## src/rtl/l2tlb_pkg.sv

```systemverilog
// Shared L2TLB definitions: SPTBR tracker defaults, tracker FSM states and the
// l2tlbtol1tlb snoop/sack channel payloads.
package l2tlb_pkg;

    localparam int L2TLB_SPTBR_W     = 44;
    localparam int L2TLB_N_SPTBR     = 4;
    localparam int L2TLB_SPTBR_IDX_W = $clog2(L2TLB_N_SPTBR);

    typedef enum logic [1:0] {
        SPTBR_IDLE      = 2'd0,
        SPTBR_SNOOP     = 2'd1,
        SPTBR_WAIT_SACK = 2'd2
    } sptbr_state_e;

    typedef struct packed {
        logic [L2TLB_SPTBR_IDX_W-1:0] idx;
    } l2tlbtol1tlb_snoop_t;

    typedef struct packed {
        logic [L2TLB_SPTBR_IDX_W-1:0] idx;
    } l2tlbtol1tlb_sack_t;

endpackage

```

## src/rtl/l2tlb_sptbr_cam.sv

```systemverilog
// Combinational SPTBR lookup over the tracking table: per-entry match, index of
// the (unique) matching entry, lowest free slot and table-full flag.
module l2tlb_sptbr_cam
    import l2tlb_pkg::*;
#(
    parameter  int N     = L2TLB_N_SPTBR,
    parameter  int W     = L2TLB_SPTBR_W,
    localparam int IDX_W = $clog2(N)
) (
    input  logic [N-1:0]        i_vld,
    input  logic [N-1:0][W-1:0] i_tag,
    input  logic [W-1:0]        i_key,
    output logic [N-1:0]        o_match,
    output logic [IDX_W-1:0]    o_hit_idx,
    output logic [IDX_W-1:0]    o_free_idx,
    output logic                o_full
);

    always_comb begin
        o_match   = '0;
        o_hit_idx = '0;
        for (int i = 0; i < N; i++) begin
            o_match[i] = i_vld[i] && (i_tag[i] == i_key);
            // Entries are unique, so OR-ing indices yields the single match.
            if (i_vld[i] && (i_tag[i] == i_key)) begin
                o_hit_idx = o_hit_idx | IDX_W'(i);
            end
        end
    end

    always_comb begin
        o_free_idx = '0;
        for (int i = N - 1; i >= 0; i--) begin
            if (!i_vld[i]) begin
                o_free_idx = IDX_W'(i);
            end
        end
    end

    assign o_full = &i_vld;

endmodule

```

## src/rtl/l2tlb_sptbr_tracker.sv

```systemverilog
// Maps SPTBRs to small TLB tag indices; on a full table evicts a round-robin
// victim after snooping the L1TLB for that index and waiting for its ack.
module l2tlb_sptbr_tracker
    import l2tlb_pkg::*;
#(
    parameter  int SPTBR_W = L2TLB_SPTBR_W,
    parameter  int N_SPTBR = L2TLB_N_SPTBR,
    localparam int IDX_W   = $clog2(N_SPTBR)
) (
    input  logic               clk,
    input  logic               reset,
    input  logic               req_valid,
    output logic               req_retry,
    input  logic [SPTBR_W-1:0] req_sptbr,
    output logic               rsp_valid,
    input  logic               rsp_retry,
    output logic [IDX_W-1:0]   rsp_idx,
    output logic               rsp_hit,
    output logic               snoop_valid,
    input  logic               snoop_retry,
    output logic [IDX_W-1:0]   snoop_idx,
    input  logic               sack_valid,
    output logic               sack_retry,
    input  logic [IDX_W-1:0]   sack_idx,
    output logic               sack_err
);

    sptbr_state_e                     r_state;
    sptbr_state_e                     w_state_nxt;
    logic [N_SPTBR-1:0]               r_vld;
    logic [N_SPTBR-1:0][SPTBR_W-1:0]  r_sptbr;
    logic [IDX_W-1:0]                 r_rr;
    logic [IDX_W-1:0]                 r_victim;
    logic [SPTBR_W-1:0]               r_req_sptbr;
    logic                             r_rsp_valid;
    logic [IDX_W-1:0]                 r_rsp_idx;
    logic                             r_rsp_hit;

    logic [N_SPTBR-1:0]               w_match;
    logic [IDX_W-1:0]                 w_hit_idx;
    logic [IDX_W-1:0]                 w_free_idx;
    logic                             w_full;
    logic                             w_hit;
    logic                             w_accept;
    logic                             w_req_retry;
    logic                             w_snoop_valid;
    logic                             w_sack_ok;
    logic [IDX_W-1:0]                 w_rr_nxt;

    l2tlb_sptbr_cam #(
        .N (N_SPTBR),
        .W (SPTBR_W)
    ) u_cam (
        .i_vld      (r_vld),
        .i_tag      (r_sptbr),
        .i_key      (req_sptbr),
        .o_match    (w_match),
        .o_hit_idx  (w_hit_idx),
        .o_free_idx (w_free_idx),
        .o_full     (w_full)
    );

    assign w_hit    = |w_match;
    assign w_rr_nxt = (r_rr == IDX_W'(N_SPTBR - 1)) ? '0 : r_rr + IDX_W'(1);

    always_comb begin
        w_state_nxt   = r_state;
        w_req_retry   = 1'b1;
        w_accept      = 1'b0;
        w_snoop_valid = 1'b0;
        w_sack_ok     = 1'b0;
        case (r_state)
            SPTBR_IDLE: begin
                w_req_retry = r_rsp_valid && rsp_retry;
                w_accept    = req_valid && !w_req_retry;
                if (w_accept && !w_hit && w_full) begin
                    w_state_nxt = SPTBR_SNOOP;
                end
            end
            SPTBR_SNOOP: begin
                w_snoop_valid = 1'b1;
                if (!snoop_retry) begin
                    w_state_nxt = SPTBR_WAIT_SACK;
                end
            end
            SPTBR_WAIT_SACK: begin
                if (sack_valid && (sack_idx == r_victim)) begin
                    w_sack_ok   = 1'b1;
                    w_state_nxt = SPTBR_IDLE;
                end
            end
            default: begin
                w_state_nxt = SPTBR_IDLE;
            end
        endcase
    end

    always_ff @(posedge clk or negedge reset) begin
        if (!reset) begin
            r_state     <= SPTBR_IDLE;
            r_vld       <= '0;
            r_rr        <= '0;
            r_victim    <= '0;
            r_rsp_valid <= 1'b0;
            r_rsp_idx   <= '0;
            r_rsp_hit   <= 1'b0;
        end else begin
            r_state <= w_state_nxt;
            if (r_rsp_valid && !rsp_retry) begin
                r_rsp_valid <= 1'b0;
            end
            if (w_accept) begin
                if (w_hit) begin
                    r_rsp_valid <= 1'b1;
                    r_rsp_idx   <= w_hit_idx;
                    r_rsp_hit   <= 1'b1;
                end else if (!w_full) begin
                    r_vld[w_free_idx] <= 1'b1;
                    r_rsp_valid       <= 1'b1;
                    r_rsp_idx         <= w_free_idx;
                    r_rsp_hit         <= 1'b0;
                end else begin
                    // Victim stops matching at once so stale tags cannot hit mid-eviction.
                    r_vld[r_rr] <= 1'b0;
                    r_victim    <= r_rr;
                end
            end
            if (w_sack_ok) begin
                r_vld[r_victim] <= 1'b1;
                r_rr            <= w_rr_nxt;
                r_rsp_valid     <= 1'b1;
                r_rsp_idx       <= r_victim;
                r_rsp_hit       <= 1'b0;
            end
        end
    end

    always_ff @(posedge clk) begin
        if (w_accept && !w_hit) begin
            if (!w_full) begin
                r_sptbr[w_free_idx] <= req_sptbr;
            end else begin
                r_req_sptbr <= req_sptbr;
            end
        end
        if (w_sack_ok) begin
            r_sptbr[r_victim] <= r_req_sptbr;
        end
    end

    assign req_retry   = w_req_retry;
    assign rsp_valid   = r_rsp_valid;
    assign rsp_idx     = r_rsp_idx;
    assign rsp_hit     = r_rsp_hit;
    assign snoop_valid = w_snoop_valid;
    assign snoop_idx   = r_victim;
    assign sack_retry  = 1'b0;
    assign sack_err    = sack_valid && !w_sack_ok;

endmodule

```

## config.mk

```make
export PLATFORM = sky130hd
export DESIGN_NAME = l2tlb_sptbr_tracker
export DESIGN_NICKNAME = d
export VERILOG_FILES = /design/src/rtl/l2tlb_pkg.sv /design/src/rtl/l2tlb_sptbr_cam.sv /design/src/rtl/l2tlb_sptbr_tracker.sv
export SDC_FILE = /design/constraint.sdc
export NUM_CORES = 1
export LEC_CHECK = 0
export ABC_CLOCK_PERIOD_IN_PS = 3600
export CAP_MARGIN = 0
export CORE_ASPECT_RATIO = 1.1
export CORE_MARGIN = 1
export CORE_UTILIZATION = 61
export CTS_CLUSTER_DIAMETER = 40
export CTS_CLUSTER_SIZE = 12
export DETAILED_ROUTE_END_ITERATION = 8
export HOLD_SLACK_MARGIN = 0.05
export PLACE_DENSITY = 0.87
export SLEW_MARGIN = 10
export SYNTH_ARGS = -nofsm -noshare
export SYNTH_HDL_FRONTEND = slang
export SYNTH_SLANG_ARGS = --single-unit
```

## constraint.sdc

```tcl
create_clock -name clk -period 3.6 [get_ports clk]
set_input_delay 0.36 -clock clk [delete_from_list [all_inputs] [get_ports clk]]
set_output_delay 0.36 -clock clk [all_outputs]
set_load 0.1 [all_outputs]
```

==> flow_metrics.py, run 1 <==
metrics = {
    "logic_synthesis": {
        "ys.flop_type": "dfxtp_1",
        "yosysSeqAreaShare_pct": 40.8,
        "async_reset_ff_share_pct": 5.98,
        "synth-seq-cells": 234,
        "synth_top_cell_area_share_pct": 27.6,
        "synth_nets": 1571,
        "synthCells": 1515,
        "yosysTopAreaCell": "dfxtp_1",
        "synth_most_common_cell": "nand2_1",
        "synthTopCellsByCount": "nand2_1, nand3_1, dfxtp_1, xnor2_1, o211ai_1",
        "syn_avg_cell_area_um2": 8.41,
        "netlist_top_cells_area": "dfxtp_1, edfxtp_1, nand3_1",
        "ys.warnings.count": 0,
        "ys_types": 53,
        "syn_area_um2": 12700,
        "synth_edf_count": 44,
    },
    "cts": {
        "clkTransAtPathRegs_ps": 60,
        "cts_buffers": 30,
        "hold_buffers": 0,
        "cts_root_buf": "clkbuf_16",
        "post_cts_buffers": 0,
        "clock_latency_ps": 560,
        "cts_tree": "yes",
        "cts_resized": 0,
        "clkSinkCount": 234,
        "htree_levels": 1,
        "clock_path_buffers": 3,
    },
    "place": {
        "dpl.hpwl_um": 33000,
        "pre_cts_slack_ps": 117,
        "gp_congestion": 1.13,
        "io_buffers": 60,
    },
    "setup_path": {
        "required_ps": 4070,
        "worstPathArrival_ps": 3590,
        "worstReg2RegStart": "r_sptbr[120]$_DFF_P_",
        "slowest_stage": "xnor2_1",
        "cp_cell_sequence": "clkdlybuf4s50_1 -> xnor2_1 -> nand4_1 -> nor4_1 -> nand3_1 -> nand3_2 -> buf_4 -> o21ai_0 -> a31oi_1",
        "crit_fanout": 21,
        "worstSetupPathType": "primary input to register",
        "ff2ff_path_depth": 8,
        "cp-end-kind": "register",
        "cp_slowest_stage_delay_ps": 670,
        "cp_top_family": "simple AND/OR/NAND/NOR gates",
        "path_depth": 9,
        "cp-start-kind": "primary input",
        "worst-path-buf-inv": 2,
        "startpoint": "req_sptbr[32]",
        "r2r-end": "r_sptbr[25]$_DFF_P_",
        "rrSetupSlack_ps": 700,
    },
    "sta": {
        "tightest_slew_ps": 1200,
        "finalHoldViolations": 0,
        "tns_ps": 0,
        "max_slew_margin_pct": 19.6,
        "clock_skew_ps": 19.4,
        "layout_setup_ws_ps": 483,
        "fin_crit_sh_pct": 86.6,
        "setup_viol_count_final": 0,
        "period_minus_slack_ps": 3120,
        "finalMaxSlewViolations": 0,
        "rsz0062_at_grt": "no",
        "fmax_ghz": 0.321,
    },
    "power_and_ir_drop": {
        "ir_drop_uv": 538,
        "pwr_density_cell_nw_per_um2": 918,
        "p_leak_nw": 5.12,
    },
    "floorplanning": {
        "pin_count": 62,
        "start_util_pct": 62.1,
        "num_rows": 55,
        "die_area_um2": 21500,
        "dieHeight_um": 154,
        "die_w_um": 140,
        "core_um2": 20500,
    },
    "global_routing": {
        "grt_max_degree": 61,
        "antenna_found_initial": 1,
        "overflow": 0,
        "grt_pass1_vias": 12306,
        "grt_pass1_wl_um": 75300,
        "grt_use_total_pct": 46.1,
    },
    "worst_hold_path": {
        "holdCritPathClass": "primary input to async pin",
    },
    "route": {
        "ant_nets": 0,
        "drc_errors": 0,
        "dr.pass1.iters": 8,
        "drt_iter0_markers": 2023,
        "dr_total_vias": 13053,
        "wirelength_um": 49000,
        "viasPerCell": 7.21,
        "wl_per_cell_um": 27.1,
    },
    "run_status": {
        "status": "complete, no violations",
    },
    "layout": {
        "area_delta_synth_final_pct": 14.8,
        "drive_gt1_share_pct": 9.46,
        "finalNetCount": 1587,
    },
    "flow_run": {
        "drv_cap": 0,
    },
}
cells by family after synthesis:
| family | after synthesis | share of synthesized area, % |
|---|---|---|
| and+or+nand+nor | 729 | 27.8 |
| DFF | 234 | 40.8 |
| AOI/OAI and AO/OA | 206 | 12.4 |
| xor gates and xnor gates | 172 | 11.9 |
| buffers and inverters | 167 | 6.55 |
| adders and majority gates | 4 | 0.393 |
| muxes | 2 | 0.167 |
| other | 1 | 0.0294 |
per-stage QoR:
step	util, %	hold WS (ps)	std cells	power, mW	area (µm²)
detailed placement	66.5	484	1755	10.1	13600
global route	71.4	259	1810	13.9	14600
global placement	66.5	478	1755	9.93	13600
floorplan	-	64.4	1515	8.04	12700
CTS	71.4	235	1810	13.2	14600
finish	71.4	211	1811	13.4	14600
cell usage in the layout (no fill, tap or decap), types with 5 or more instances in the layout:
cell type | netlist | layout
dfrtp_1 | 14 | 14
nor3_1 | 11 | 6
buf_12 | 0 | 9
nor2_1 | 11 | 7
a211o_1 | 6 | 6
nor3_2 | 0 | 5
inv_1 | 13 | 12
edfxtp_1 | 44 | 44
o221ai_1 | 40 | 40
xor2_1 | 35 | 35
nand3_1 | 253 | 253
o21ai_0 | 8 | 8
nand2b_1 | 20 | 20
clkbuf_1 | 75 | 6
o211ai_1 | 130 | 130
nor4_1 | 30 | 30
xnor2_1 | 136 | 136
clkbuf_16 | 0 | 31
nand2_1 | 281 | 279
dfxtp_1 | 176 | 176
buf_4 | 7 | 71
clkdlybuf4s50_1 | 0 | 58
inv_6 | 0 | 5
nand4_1 | 93 | 93
metal layers:
| layer | track usage (%) | wire length (µm) | vias to the layer above |
|---|---|---|---|
| li1 | - | - | 5496 |
| met1 | 58.7 | 17400 | 6182 |
| met2 | 69.8 | 21200 | 1115 |
| met3 | 11.7 | 6710 | 260 |
| met4 | 28.9 | 3720 | 0 |
| met5 | 0 | 0 | - |
area by class of cell:
cell class | count | area (µm²)
Clock inverter | 15 | 155
Multi-Input combinational cell | 1114 | 6780
Inverter | 13 | 48.8
Fill cell | 1558 | 5870
Sequential cell | 234 | 5190
Timing Repair Buffer | 138 | 1290
Antenna cell | 1 | 2.50
Tap cell | 256 | 320
Clock buffer | 40 | 840
worst max path at each step:
stage / slack, ps / endpoint
after global routing: 410 / r_sptbr[25]$_DFF_P_
after detailed placement: 120 / r_sptbr[96]$_DFF_P_
after floorplan: 470 / r_req_sptbr[0]$_DFFE_PP_
after CTS: 720 / r_sptbr[96]$_DFF_P_
final: 480 / r_sptbr[25]$_DFF_P_
after global placement: 180 / r_sptbr[113]$_DFF_P_
worst reg2reg max path, cell delays in order (launching register included):
cell	delay, ps
dfxtp_1	330
xnor2_1	550
nand4_1	170
nor4_1	490
nand3_1	240
nand3_2	350
buf_4	360
o21ai_0	170
a31oi_1	170
power by group:
part / switching, mW / leakage, nW / internal [mW] / total, mW
combinational: 3.64 / 2.59 / 2.04 / 5.68
clock: 1.22 / 0.489 / 1.79 / 3.01
sequential: 0.894 / 2.04 / 3.84 / 4.74
state kept, by name (all words and copies together) (netlist names):
name and count:
r_req_sptbr 44, r_sptbr 176, r_state 2, r_rr 2
rsp_valid 1, snoop_idx 2, r_vld 4, rsp_idx 2
rsp_hit 1
No activity file was read; power rests on OpenSTA's default activity.
==> inputs of run 2 (changes only) <==
--- a/config.mk
+++ b/config.mk
@@ -8,7 +8,7 @@
 export ABC_CLOCK_PERIOD_IN_PS = 3600
 export CAP_MARGIN = 0
 export CORE_ASPECT_RATIO = 1.1
-export CORE_MARGIN = 1
+export CORE_MARGIN = 5
 export CORE_UTILIZATION = 61
 export CTS_CLUSTER_DIAMETER = 40
 export CTS_CLUSTER_SIZE = 12
==> run 2 against run 1 <==
Compared with the run above:
- count of clock-buffer cells in the layout shrank 1
- sequential cell count stayed put
- global-route usage is 5.6 points lower
- worst hold slack got worse by 8.6 ps
- routed wire length grew 1.7%
- power is 1.9% higher
- die area rose by 11%
- non-clock buffer count increased by 5
- combinational power up 0.9%
- first-iteration DRC count is 11% higher
- clock power grew 6%
- largest cell class unchanged
==> flow_metrics.py, run 2 (synthesis results as in run 1) <==
metrics = {
    "global_routing": {
        "grt_pass1_vias": 12385,
        "antenna_found_initial": 0,
        "grt_pass1_wl_um": 75100,
        "grt_max_degree": 64,
        "overflow": 0,
        "grt_use_total_pct": 40.5,
    },
    "sta": {
        "tns_ps": 0,
        "clock_skew_ps": 11.1,
        "fin_crit_sh_pct": 83.8,
        "tightest_slew_ps": 967,
        "hold_slack_ps": 202,
        "layout_setup_ws_ps": 584,
        "fmax_ghz": 0.332,
        "rsz0062_at_grt": "no",
        "period_minus_slack_ps": 3020,
        "max_slew_margin_pct": 35.3,
        "finalHoldViolations": 0,
        "finalMaxSlewViolations": 0,
        "setup_viol_count_final": 0,
    },
    "floorplanning": {
        "num_rows": 55,
        "start_util_pct": 61.9,
        "core_um2": 20600,
        "die_area_um2": 23900,
        "die_w_um": 148,
        "pin_count": 62,
        "dieHeight_um": 162,
    },
    "place": {
        "pre_cts_slack_ps": 165,
        "dpl.hpwl_um": 33200,
        "place_inst": 1760,
        "io_buffers": 60,
        "gp_congestion": 1.15,
    },
    "setup_path": {
        "worstReg2RegStart": "r_sptbr[125]$_DFF_P_",
        "rrSetupSlack_ps": 800,
        "cp-start-kind": "primary input",
        "cp-end-kind": "register",
        "crit_fanout": 16,
        "ff2ff_path_depth": 8,
        "required_ps": 4090,
        "r2r-end": "r_sptbr[74]$_DFF_P_",
        "worstPathArrival_ps": 3510,
        "worstSetupPathType": "primary input to register",
    },
    "cts": {
        "clock_latency_ps": 560,
        "hold_buffers": 0,
        "cts_resized": 0,
        "clkSinkCount": 234,
        "clkTransAtPathRegs_ps": 60,
        "cts_tree": "yes",
        "clock_path_buffers": 3,
        "cts_buffers": 31,
        "htree_levels": 1,
        "post_cts_buffers": 0,
        "cts_root_buf": "clkbuf_16",
    },
    "power_and_ir_drop": {
        "pwr_density_cell_nw_per_um2": 923,
        "p_leak_nw": 5.19,
        "ir_drop_uv": 602,
        "total_power_mw": 13.7,
    },
    "route": {
        "wirelength_um": 49800,
        "wl_per_cell_um": 27.4,
        "dr.pass1.iters": 7,
        "ant_nets": 0,
        "drt_iter0_markers": 2247,
        "viasPerCell": 7.14,
        "drc_errors": 0,
        "dr_total_vias": 12971,
    },
    "layout": {
        "layout_commonest_cell": "nand2_1",
        "mostFrequentLayoutCells": "nand2_1, nand3_1, dfxtp_1, xnor2_1, o211ai_1",
        "finalNetCount": 1593,
        "multi_input_area_um2": 6780,
        "stdcell_count": 1817,
        "regArea_um2": 5190,
        "top_register": "r_sptbr",
        "antenna_cells": 0,
        "top_regs": "r_sptbr (176), r_req_sptbr (44), r_vld (4)",
        "largest_register_ff_count": 176,
        "area_delta_synth_final_pct": 16.3,
        "fill_cells": 1516,
        "drive_gt1_share_pct": 10.1,
    },
    "worst_hold_path": {
        "holdCritPathClass": "primary input to async pin",
    },
    "run_status": {
        "status": "complete, no violations",
    },
    "flow_run": {
        "drv_cap": 0,
    },
}
-- run 2: cell count changes in the layout (fill, tap and decap cells not counted) --
cell,delta
inv_6,-3
buf_4,-1
clkinv_1,-1
or3_2,+1
clkinvlp_4,+3
or3_1,-1
buf_12,+6
clkbuf_1,-1
clkinv_2,-1
diode_2,-1
bufinv_16,+2
clkinv_4,+3
-- run 2: area by class of cell --
class | count | share of cell area [%]
Multi-Input combinational cell | 1114 | 45.8
Sequential cell | 234 | 35.1
Timing Repair Buffer | 143 | 9.49
Clock buffer | 39 | 5.64
Tap cell | 256 | 2.16
Clock inverter | 18 | 1.55
Inverter | 13 | 0.329
-- run 2: power by group --
group	internal [mW]	total (mW)	switching [mW]
sequential	3.84	4.76	0.922
clock	1.94	3.19	1.25
combinational	2.11	5.73	3.62
total	7.89	13.7	5.79
-- run 2: metrics by stage --
stage / instance area, µm² / util (%)
3_3_place_gp: 13800 / 66.8
3_5_place_dp: 13800 / 66.8
2_1_floorplan: 12700 / -
4_1_cts: 14800 / 72.0
5_1_grt: 14800 / 72.0
6_report: 14800 / 72.0
-- run 2: worst max-delay path by stage --
stage / from / cells after the start / endpoint
6_report: req_sptbr[37] / 9 / r_sptbr[74]$_DFF_P_
5_1_grt: req_sptbr[37] / 9 / r_sptbr[70]$_DFF_P_
4_1_cts: req_sptbr[37] / 9 / r_sptbr[74]$_DFF_P_
3_5_place_dp: req_sptbr[37] / 9 / r_sptbr[83]$_DFF_P_
3_3_place_gp: req_sptbr[37] / 9 / r_sptbr[68]$_DFF_P_
2_1_floorplan: rsp_valid$_DFF_PN0_ / 5 / r_req_sptbr[0]$_DFFE_PP_
-- run 2: metal layers --
layer / up-vias / GRT usage (%) / part of all wire, %
li1: 5513 / - / -
met1: 6044 / 51.4 / 34
met2: 1158 / 63.2 / 44
met3: 256 / 10.9 / 14
met4: 0 / 21.4 / 6.8
met5: - / 0 / 0
-- run 2: critical path: stages --
cell	delay, ps
clkdlybuf4s50_1	620
xnor2_1	600
nand4_1	240
nor4_1	650
nand3_1	240
nand3b_1	210
buf_4	290
o221ai_1	160
nand3_1	130
